--- src/rtl/sb_calc_pkg.sv ---
// Shared definitions for the calculator keypad-to-number path:
// key codes, the converter state enum and width helpers.
package sb_calc_pkg;

    localparam logic [3:0] KEY_POINT = 4'hF;
    localparam logic [3:0] KEY_SIGN  = 4'hE;
    localparam logic [3:0] KEY_CLEAR = 4'hC;

    typedef enum logic [1:0] {
        ST_IDLE,
        ST_ENTRY,
        ST_DIVIDE,
        ST_DONE
    } state_t;

    // 10^k, evaluated at elaboration time to build the divisor table.
    function automatic logic [63:0] pow10(input int k);
        logic [63:0] p;
        p = 64'd1;
        for (int i = 0; i < k; i++) begin
            p = p * 64'd10;
        end
        return p;
    endfunction

    // Width needed to hold any mantissa of up to max_digits decimal digits.
    function automatic int calc_acc_w(input int max_digits);
        return $clog2(pow10(max_digits));
    endfunction

    // Dividend width: mantissa pre-shifted by the fraction bits.
    function automatic int calc_div_w(input int max_digits, input int frac_bits);
        return calc_acc_w(max_digits) + frac_bits;
    endfunction

endpackage

--- src/rtl/sb_restoring_div.sv ---
// Restoring unsigned divider, one quotient bit per cycle, fixed DVD_W-cycle run.
// done is high for exactly one cycle after the last iteration; the quotient
// is held until the next load.
module sb_restoring_div
    import sb_calc_pkg::*;
#(
    parameter int DVD_W = 35,
    parameter int DVS_W = 27
) (
    input  logic             clk,
    input  logic             rst_n,
    input  logic             load,
    input  logic             abort,
    input  logic [DVD_W-1:0] dividend,
    input  logic [DVS_W-1:0] divisor,
    output logic [DVD_W-1:0] quotient,
    output logic             done
);

    localparam int CNT_W = $clog2(DVD_W + 1);

    logic [CNT_W-1:0] cnt;
    logic             run;
    logic [DVS_W-1:0] rem;
    logic [DVS_W-1:0] dvs;
    logic [DVS_W:0]   rem_sh;
    logic [DVS_W-1:0] rem_sub;
    logic             fits;

    // One restoring step: shift the next dividend bit into the remainder and
    // subtract the divisor when it fits. rem < dvs keeps the difference in range.
    always_comb begin
        rem_sh  = {rem, quotient[DVD_W-1]};
        fits    = (rem_sh >= {1'b0, dvs});
        rem_sub = rem_sh[DVS_W-1:0] - dvs;
    end

    assign done = run && (cnt == '0);

    // Iteration counter (terminal count at zero) and remainder/quotient shift register.
    always_ff @(posedge clk) begin
        if (!rst_n) begin
            cnt      <= '0;
            run      <= 1'b0;
            rem      <= '0;
            dvs      <= '0;
            quotient <= '0;
        end else if (abort) begin
            cnt <= '0;
            run <= 1'b0;
        end else if (load) begin
            cnt      <= CNT_W'(DVD_W);
            run      <= 1'b1;
            rem      <= '0;
            dvs      <= divisor;
            quotient <= dividend;
        end else if (run) begin
            if (cnt != '0) begin
                cnt      <= cnt - CNT_W'(1);
                rem      <= fits ? rem_sub : rem_sh[DVS_W-1:0];
                quotient <= {quotient[DVD_W-2:0], fits};
            end else begin
                run <= 1'b0;
            end
        end
    end

endmodule

--- src/rtl/sb_key2num_conv.sv ---
// Keypad-to-number converter: collects digit/point/sign/clear keys into a
// decimal mantissa, then divides (mant << FRAC_BITS) by 10^nfrac and applies
// saturation and sign to give a signed fixed-point result.
//
//   state     | meaning
//   ----------+-----------------------------------------------------
//   ST_IDLE   | waiting for start; keys and finish ignored
//   ST_ENTRY  | accepting keys into mant/ndig/nfrac/pt_seen/neg
//   ST_DIVIDE | divider running, keys ignored
//   ST_DONE   | single cycle with result_valid high, then ST_IDLE
module sb_key2num_conv
    import sb_calc_pkg::*;
#(
    parameter int WIDTH      = 32,
    parameter int FRAC_BITS  = 8,
    parameter int MAX_DIGITS = 8
) (
    input  logic             clk,
    input  logic             rst_n,
    input  logic             start,
    input  logic             key_valid,
    input  logic [3:0]       key_code,
    input  logic             finish,
    output logic [WIDTH-1:0] result,
    output logic             result_valid,
    output logic             busy,
    output logic             ovf,
    output logic             trunc
);

    localparam int ACC_W  = calc_acc_w(MAX_DIGITS);
    localparam int DIV_W  = calc_div_w(MAX_DIGITS, FRAC_BITS);
    localparam int NDIG_W = $clog2(MAX_DIGITS + 1);
    localparam int CMP_W  = (DIV_W > WIDTH) ? DIV_W : WIDTH;
    localparam logic [WIDTH-1:0] MAX_POS = {1'b0, {(WIDTH-1){1'b1}}};

    state_t            state;
    logic [ACC_W-1:0]  mant;
    logic [NDIG_W-1:0] ndig;
    logic [NDIG_W-1:0] nfrac;
    logic              pt_seen;
    logic              neg;

    logic [ACC_W-1:0]  mant_nxt;
    logic [NDIG_W-1:0] ndig_nxt;
    logic [NDIG_W-1:0] nfrac_nxt;
    logic              pt_nxt;
    logic              neg_nxt;
    logic              trunc_nxt;

    logic [ACC_W-1:0]  pow_tab [MAX_DIGITS+1];
    logic              div_load;
    logic              div_done;
    logic [DIV_W-1:0]  div_q;

    logic [CMP_W-1:0]  q_ext;
    logic              sat;
    logic [WIDTH-1:0]  mag;
    logic [WIDTH-1:0]  res_nxt;

    for (genvar k = 0; k <= MAX_DIGITS; k++) begin : g_pow
        assign pow_tab[k] = ACC_W'(pow10(k));
    end

    // Effect of the key presented this cycle on the entry registers. Used both
    // for normal entry and for a key arriving together with finish, so the
    // divider can be loaded with the post-key mantissa on the same edge.
    always_comb begin
        mant_nxt  = mant;
        ndig_nxt  = ndig;
        nfrac_nxt = nfrac;
        pt_nxt    = pt_seen;
        neg_nxt   = neg;
        trunc_nxt = trunc;
        if (key_valid) begin
            if (key_code <= 4'd9) begin
                if (ndig < NDIG_W'(MAX_DIGITS)) begin
                    mant_nxt = (mant << 3) + (mant << 1) + ACC_W'(key_code);
                    ndig_nxt = ndig + NDIG_W'(1);
                    if (pt_seen) begin
                        nfrac_nxt = nfrac + NDIG_W'(1);
                    end
                end else begin
                    trunc_nxt = 1'b1;
                end
            end else begin
                case (key_code)
                    KEY_POINT: pt_nxt  = 1'b1;
                    KEY_SIGN:  neg_nxt = ~neg;
                    KEY_CLEAR: begin
                        mant_nxt  = '0;
                        ndig_nxt  = '0;
                        nfrac_nxt = '0;
                        pt_nxt    = 1'b0;
                        neg_nxt   = 1'b0;
                        trunc_nxt = 1'b0;
                    end
                    default: ;
                endcase
            end
        end
    end

    assign div_load = (state == ST_ENTRY) && finish && !start;

    sb_restoring_div #(
        .DVD_W (DIV_W),
        .DVS_W (ACC_W)
    ) u_div (
        .clk      (clk),
        .rst_n    (rst_n),
        .load     (div_load),
        .abort    (start),
        .dividend ({mant_nxt, {FRAC_BITS{1'b0}}}),
        .divisor  (pow_tab[nfrac_nxt]),
        .quotient (div_q),
        .done     (div_done)
    );

    // Saturate the unsigned quotient to the largest positive value, then apply
    // the sign; a negative saturated result is therefore -(2^(WIDTH-1)-1).
    always_comb begin
        q_ext   = CMP_W'(div_q);
        sat     = (q_ext > CMP_W'(MAX_POS));
        mag     = sat ? MAX_POS : q_ext[WIDTH-1:0];
        res_nxt = neg ? (~mag + WIDTH'(1)) : mag;
    end

    // Entry FSM with registered outputs; start overrides everything else.
    always_ff @(posedge clk) begin
        if (!rst_n) begin
            state        <= ST_IDLE;
            mant         <= '0;
            ndig         <= '0;
            nfrac        <= '0;
            pt_seen      <= 1'b0;
            neg          <= 1'b0;
            trunc        <= 1'b0;
            result       <= '0;
            result_valid <= 1'b0;
            busy         <= 1'b0;
            ovf          <= 1'b0;
        end else begin
            result_valid <= 1'b0;
            if (start) begin
                state   <= ST_ENTRY;
                busy    <= 1'b1;
                mant    <= '0;
                ndig    <= '0;
                nfrac   <= '0;
                pt_seen <= 1'b0;
                neg     <= 1'b0;
                trunc   <= 1'b0;
            end else begin
                case (state)
                    ST_IDLE: ;
                    ST_ENTRY: begin
                        mant    <= mant_nxt;
                        ndig    <= ndig_nxt;
                        nfrac   <= nfrac_nxt;
                        pt_seen <= pt_nxt;
                        neg     <= neg_nxt;
                        trunc   <= trunc_nxt;
                        if (finish) begin
                            state <= ST_DIVIDE;
                        end
                    end
                    ST_DIVIDE: begin
                        if (div_done) begin
                            state        <= ST_DONE;
                            result       <= res_nxt;
                            ovf          <= sat;
                            result_valid <= 1'b1;
                            busy         <= 1'b0;
                        end
                    end
                    ST_DONE: state <= ST_IDLE;
                    default: state <= ST_IDLE;
                endcase
            end
        end
    end

endmodule

--- config.mk ---
export PLATFORM = sky130hd
export DESIGN_NAME = sb_key2num_conv
export DESIGN_NICKNAME = d
export VERILOG_FILES = /design/src/rtl/sb_calc_pkg.sv /design/src/rtl/sb_restoring_div.sv /design/src/rtl/sb_key2num_conv.sv
export SDC_FILE = /design/constraint.sdc
export NUM_CORES = 1
export LEC_CHECK = 0
export ABC_AREA = 1
export ABC_CLOCK_PERIOD_IN_PS = 4450
export BUFFER_PORTS_ARGS = -buffer_cell sky130_fd_sc_hd__buf_2
export CAP_MARGIN = 10
export CORE_ASPECT_RATIO = 1.4
export CORE_MARGIN = 1
export CORE_UTILIZATION = 65
export DETAILED_ROUTE_END_ITERATION = 10
export PLACE_DENSITY = 0.83
export SLEW_MARGIN = 20
export SYNTH_ARGS = -nofsm -noshare
export SYNTH_HDL_FRONTEND = slang
export SYNTH_SLANG_ARGS = --single-unit
--- constraint.sdc ---
create_clock -name clk -period 4.45 [get_ports clk]
set_input_delay 0.445 -clock clk [delete_from_list [all_inputs] [get_ports clk]]
set_output_delay 0.445 -clock clk [all_outputs]
set_load 0.02 [all_outputs]
== After elaboration in Yosys (flattened, before gate mapping) ==
Memories as Yosys holds them, arrays and structs flattened. A register that Yosys moved wholly into a read port is not among the register bits.
Index checks and enable logic that the tools add are counted.

* $lt $le $gt $ge: 4
* Multiplexer cells: 40
* Bitwise logic cells: 7
* Reduce and logical (&&, ||, !) cells: 31
* Eq/ne operators: 12
* $add $sub $neg: 7

{| class="wikitable"
|+ Operators by type and width
! kind !! count
|-
| 2-to-1 mux 27 bit || 8
|-
| 2-to-1 mux 35 bit || 3
|-
| 2-to-1 mux 32 bit || 2
|-
| > comparator 35 x 31 -> 1 bit, second input constant || 1
|-
| adder 32 x 1 -> 32 bit, second input constant || 1
|-
| 2-to-1 mux 4 bit || 8
|-
| inverter 32 bit || 1
|-
| >= comparator 28 x 27 -> 1 bit || 1
|-
| adder 27 bit || 1
|-
| adder 27 x 4 -> 27 bit || 1
|-
| subtractor 27 bit || 1
|-
| 2-to-1 mux 6 bit || 3
|-
| AND reduction 4 bit || 4
|-
| nonzero test 2 bit || 7
|-
| equality test 4 bit, second input constant || 3
|-
| AND reduction 3 bit || 4
|-
| 2-to-1 mux 1 bit || 11
|-
| adder 4 x 1 -> 4 bit, second input constant || 2
|-
| AND reduction 2 bit || 4
|-
| zero test 6 bit || 1
|-
| != test 2 bit, second input constant || 3
|-
| != test 3 bit, second input constant || 2
|-
| case mux 2 bit (3 select lines) || 1
|-
| nonzero test 6 bit || 1
|-
| 16 further kinds || 27
|}

* Bits in read-only memories: 432
* Memories: 1
* Bits of input ports: 9
* Output and inout bits: 36
* Logic and storage cells: 119
* Bits in registers: 144

{| class="wikitable"
|+ Memories
! name !! depth !! width !! read ports !! clocked after memory_dff !! wr ports !! line !! source
|-
| (name not given) || 16 || 27 || 1 || 1 || 0 || sb_key2num_conv.sv:115 || <nowiki>.divisor (pow_tab[nfrac_nxt]),</nowiki>
|}

== Logic depth before layout (Yosys ltp) ==
* Word-level depth: 6
* Depth in mapped cells: 18
* Mapped depth without buffers: 18

== Hierarchy ==
Synthesis repeated with hierarchy kept, for this count alone.

* Cell total of the unflattened synthesis: 2205
* Area, all modules: 13215.2 um^2

{| class="wikitable"
|+ By module, submodules not included
! module !! sequential area each (um^2) !! cells an instance !! instances !! area an instance (um^2)
|-
| sb_key2num_conv || 1501.4 || 1201 || 1 || 6988.0
|-
| sb_restoring_div || 1921.8 || 1004 || 1 || 6227.2
|}

== Worst setup path after synthesis ==
Ideal clock, no wire load.

* Kind: input to register
* Start point: input port key_code[3]
* End point: register mant[12]
* Path buffers: 0
* Required time: 4.335 ns
* Library setup time: 0.115 ns
* Path slack: 1.890 ns
* Arrival time: 2.444 ns
* Stages: 15
* Cell sequence: inv_1 -> fa_1 -> inv_1 -> fa_1 -> nand2_1 -> nand2_1 -> nand3_1 -> nand2_1 -> nand2_1 -> nand2_1 -> xor2_1 -> o21ai_0 -> o21ai_0 -> o21ai_0 -> inv_1

* Longest elaborated chain between the ends: 4
* Elaborated cells on any way between the ends: 7
* Those cells by class: add/sub (1); order compare (1); eq/ne (1); mux (4)

{| class="wikitable"
|+ RTL lines
! item !! line !! source
|-
| start: declaration || sb_key2num_conv.sv:22 || <nowiki>input logic [3:0] key_code,</nowiki>
|-
| adder 27 x 4 -> 27 bit / equality test 4 bit (equally long branches) || sb_key2num_conv.sv:78, sb_key2num_conv.sv:87 ||
|-
| 2-to-1 mux 27 bit (on tied branches) || sb_key2num_conv.sv:77, sb_key2num_conv.sv:87 ||
|-
| 2-to-1 mux 27 bit * || sb_key2num_conv.sv:76 || <nowiki>if (key_code <= 4'd9) begin</nowiki>
|-
| 2-to-1 mux 27 bit * || sb_key2num_conv.sv:75 || <nowiki>if (key_valid) begin</nowiki>
|-
| end signal: assignment || sb_key2num_conv.sv:158 || <nowiki>mant <= mant_nxt;</nowiki>
|-
| end: declaration || sb_key2num_conv.sv:38 || <nowiki>logic [ACC_W-1:0] mant;</nowiki>
|}

Mark *: on every way between the ends. The rest lies on a longest branch, timed or not.
A chain may end at the register's enable or synchronous reset.

== Final worst setup path ==
* Start point: register u_div.quotient[34]
* End point: register u_div.rem[25]

* Longest elaborated chain between the ends: 5
* Elaborated cells on any way between the ends: 6
* Those cells by class: add/sub (1); order compare (1); mux (4)

{| class="wikitable"
|+ RTL lines
! item !! line !! source
|-
| start: declaration || sb_restoring_div.sv:16 || <nowiki>output logic [DVD_W-1:0] quotient,</nowiki>
|-
| start signal: assignment || sb_restoring_div.sv:56 || <nowiki>quotient <= dividend;</nowiki>
|-
| start signal: assignment || sb_restoring_div.sv:61 || <nowiki>quotient <= {quotient[DVD_W-2:0], fits};</nowiki>
|-
| subtractor 27 bit / >= comparator 28 x 27 -> 1 bit (equally long branches) || sb_restoring_div.sv:35, sb_restoring_div.sv:34 ||
|-
| 2-to-1 mux 27 bit * || sb_restoring_div.sv:60 || <nowiki>rem <= fits ? rem_sub : rem_sh[DVS_W-1:0];</nowiki>
|-
| 2-to-1 mux 27 bit * || sb_restoring_div.sv:58 || <nowiki>if (cnt != '0) begin</nowiki>
|-
| 2-to-1 mux 27 bit * || sb_restoring_div.sv:57 || <nowiki>end else if (run) begin</nowiki>
|-
| 2-to-1 mux 27 bit * || sb_restoring_div.sv:51 || <nowiki>end else if (load) begin</nowiki>
|-
| end signal: assignment || sb_restoring_div.sv:60 ||
|-
| end: declaration || sb_restoring_div.sv:24 || <nowiki>logic [DVS_W-1:0] rem;</nowiki>
|}

Mark *: on every way between the ends. The rest lies on a longest branch, timed or not. The select of a mux whose other input is x is not followed.

==> reports/qor.txt <==
M1 WL = 14.61 mm
R2R cell count = 13
Met3 routed WL = 2.051 mm
CP startpoint kind = flop
Vias in the first global route = 12.54k
CTS tree = yes
Post-route insts no fill = 2282
Area Growth Syn to Fin = 7.353%
Via total after detailed routing = 13.09k
Clk_lat worst skew = 450 ps
Top-count cell post-synth = nand2_1
Number of synthesized register bits = 164
Largest net degree at the start of global routing = 80
R2r endpoint = u_div.rem[25]
Final nets = 2120
Min-delay src = finish
Most instantiated cells after synthesis = 542 x nand2_1, 316 x inv_1, 187 x a21oi_1
Die width = 119.0 µm
Setup TNS = 0 ps
Fill cell count = 1627
Ys Warns = 0
Post-place instance area = 12810 µm²
Share of cells above drive strength 1 = 0.07409
Initial Util = 0.6669
Initial antenna violation count = 0
Clk sinks = 164
Synth area leaders = dfxtp_1 26%, nand2_1 16%, inv_1 9.5%
Worst-margin pin slew = 1031 ps
Top sig layer = met4
Hold Path Stages = 3
RSZ-0062 raised after global routing = no
Num CTS Buffers = 17
Slew Viols, Final = 0
# rows = 59
First-pass GRT wire length = 59.94 mm
CP startpoint = u_div.quotient[34]
Crit Path Category = flop to flop
Hold Slack = 320.8 ps
H-tree depth = 4
Post-detail-place hpwl = 27.84 mm
Cell area after layout = 13370 µm²
Wire per inst = 16.07 µm
Max Clk Rate = 0.2971 GHz
Synth Cell Area = 12460 µm²
Crit. End Element = flop
Adder-Cell Fraction of Synth Area = 0.08820
Tot Pwr = 4.322 mW
IO buf count = 44
Cells after Synth = 2012
Total Wirelength = 36.68 mm
Number of remaining DRC errors = 0
XOR/XNOR Fraction of Synth Area = 0.02250
Worst Path Max Fanout = 30
Root Buffer = clkbuf_16
Post-synth cell types = 49
PostCTS Resize Cnt = 0
Max Cap Viol = 0
Met2 routed WL = 17.75 mm
Syn nets = 2107
Antenna diodes = 0
Gpl congestion = 1.007
Complex-gate fraction of the synthesized area = 0.1647
Top-level I/O count = 45
Routed Antenna Nets = 0
R2R Setup Slk = 1080 ps
Largest family of logic cells by synthesized area = simple AND/OR/NAND/NOR gates
FFs w/ async S/R, synth = 0
Post-synthesis sequential area ratio = 0.2636
Total Routing Usage GR = 0.3764
Hold crit path type = input port to flop
Post-layout min period = 3366 ps
Die Ht = 165.8 µm
Drt first pass iters = 6
Area leader, netlist = dfxtp_1
Hold-fix buffers, CTS = 0
Die area = 19730 µm²
Outcome = completed
Yosys top cell area share = 0.2636
1st-iter DRT viols = 1074
PwrDens = 323.2 nW/µm²
Core Area = 18680 µm²
Post-synth EDFFs = 0
Fin crit share = 0.7565
Clock-pin slew on the worst setup and hold paths = 70 ps
Critical Path AT = 3650 ps
Final core utilization = 0.7160
Placed cells = 2250
Worst slew margin = 0.3052
Most used DFF post-synth = dfxtp_1
Final setup fails = 0
Final Hold Fails = 0
Total grt overflow = 0
VDD IR-drop max = 426.5 µV
Post-CTS setup buffer count = 0
Worst Skew = 19.74 ps
DP Worst Slack = 1171 ps
Hold EP = state[0]
Worst Setup Slack, final = 1084 ps
WP data required = 4730 ps
Vias per inst = 5.735
Avg Cell Area, Syn = 6.191 µm²
Clk buf depth = 2
Simple-gate portion of the synthesized area = 0.3383
R2R Path Start = u_div.quotient[34]
Leakage power = 7.040 nW
Mux cell area share after synthesis = 0
## cell type report
cell class              count  area (µm²)  area share
clock buffers              18       429.2     0.03210
clock inverters            14       130.1    0.009731
inverters                 329        1236     0.09245
multi-input cells        1453        7647      0.5719
flip-flops and latches    164        3283      0.2455
well taps                 244       305.3     0.02283
repair buffers             60       340.3     0.02545
## worst max-delay path, stage by stage (launching register included)
cell and delay (ps):
dfxtp_1 360, inv_1 70, ha_1 230, fa_1 440
o21ai_2 240, nand2_1 90, nand2_2 140, nand2_1 60
nand2_1 130, nand2_2 380, nand3_2 680, nand3_1 160
nand3_1 120, a21oi_1 80
## worst max-delay path by stage
stage	end	cells past startpoint	slack, ps
2_1_floorplan	mant[12]	15	1890
3_3_place_gp	u_div.rem[25]	13	1260
3_5_place_dp	u_div.rem[25]	13	1170
4_1_cts	u_div.rem[25]	13	1150
5_1_grt	u_div.rem[26]	14	820
6_report	u_div.rem[25]	13	1080
## registers in the layout (all words and copies together) (netlist names), 2 cells and up
name,cells
mant,27
ndig,4
nfrac,4
result,32
state,2
u_div.cnt,6
u_div.dvs,20
u_div.quotient,35
u_div.rem,27
## metal layers
| metal | global-route usage | vias to the layer above |
|---|---|---|
| met5 | 0 | - |
| li1 | - | 6542 |
| met1 | 0.4328 | 5956 |
| met4 | 0.2460 | 0 |
| met2 | 0.6529 | 473 |
| met3 | 0.04361 | 116 |
## report_power, final
group | internal [mW] | leakage, nW | switching (mW)
logic | 0.436 | 5.44 | 0.919
clock network | 0.742 | 0.275 | 0.702
registers | 1.50 | 1.32 | 0.0280
## cell usage in the layout (no fill, tap or decap), drive strengths merged
cell / count
inv: 337
nor4: 3
clkbuf: 18
a22oi: 14
nand4: 52
nor3: 16
clkinv: 5
nor3b: 3
a21oi: 189
fa: 3
o22ai: 3
dfxtp: 164
clkinvlp: 1
xnor2: 10
nand3b: 7
nand3: 143
a31oi: 10
o21a: 14
o21bai: 2
o211ai: 21
a221oi: 3
nand2b: 1
o221ai: 3
o21ai: 105
and2: 4
and3: 1
or2: 3
ha: 83
xor2: 22
nor2: 182
buf: 60
nand2: 551
a21boi: 1
a211oi: 4
## cells by family (layout without fill, tap and decap cells)
group / after synthesis / in the layout
and+or+nand+nor: 966 / 966
buffers and inverters: 395 / 421
AOI/OAI and AO/OA: 369 / 369
DFF: 164 / 164
adders and majority gates: 86 / 86
xor gates and xnor gates: 32 / 32
Note: power is estimated with default switching activity, not from simulation.
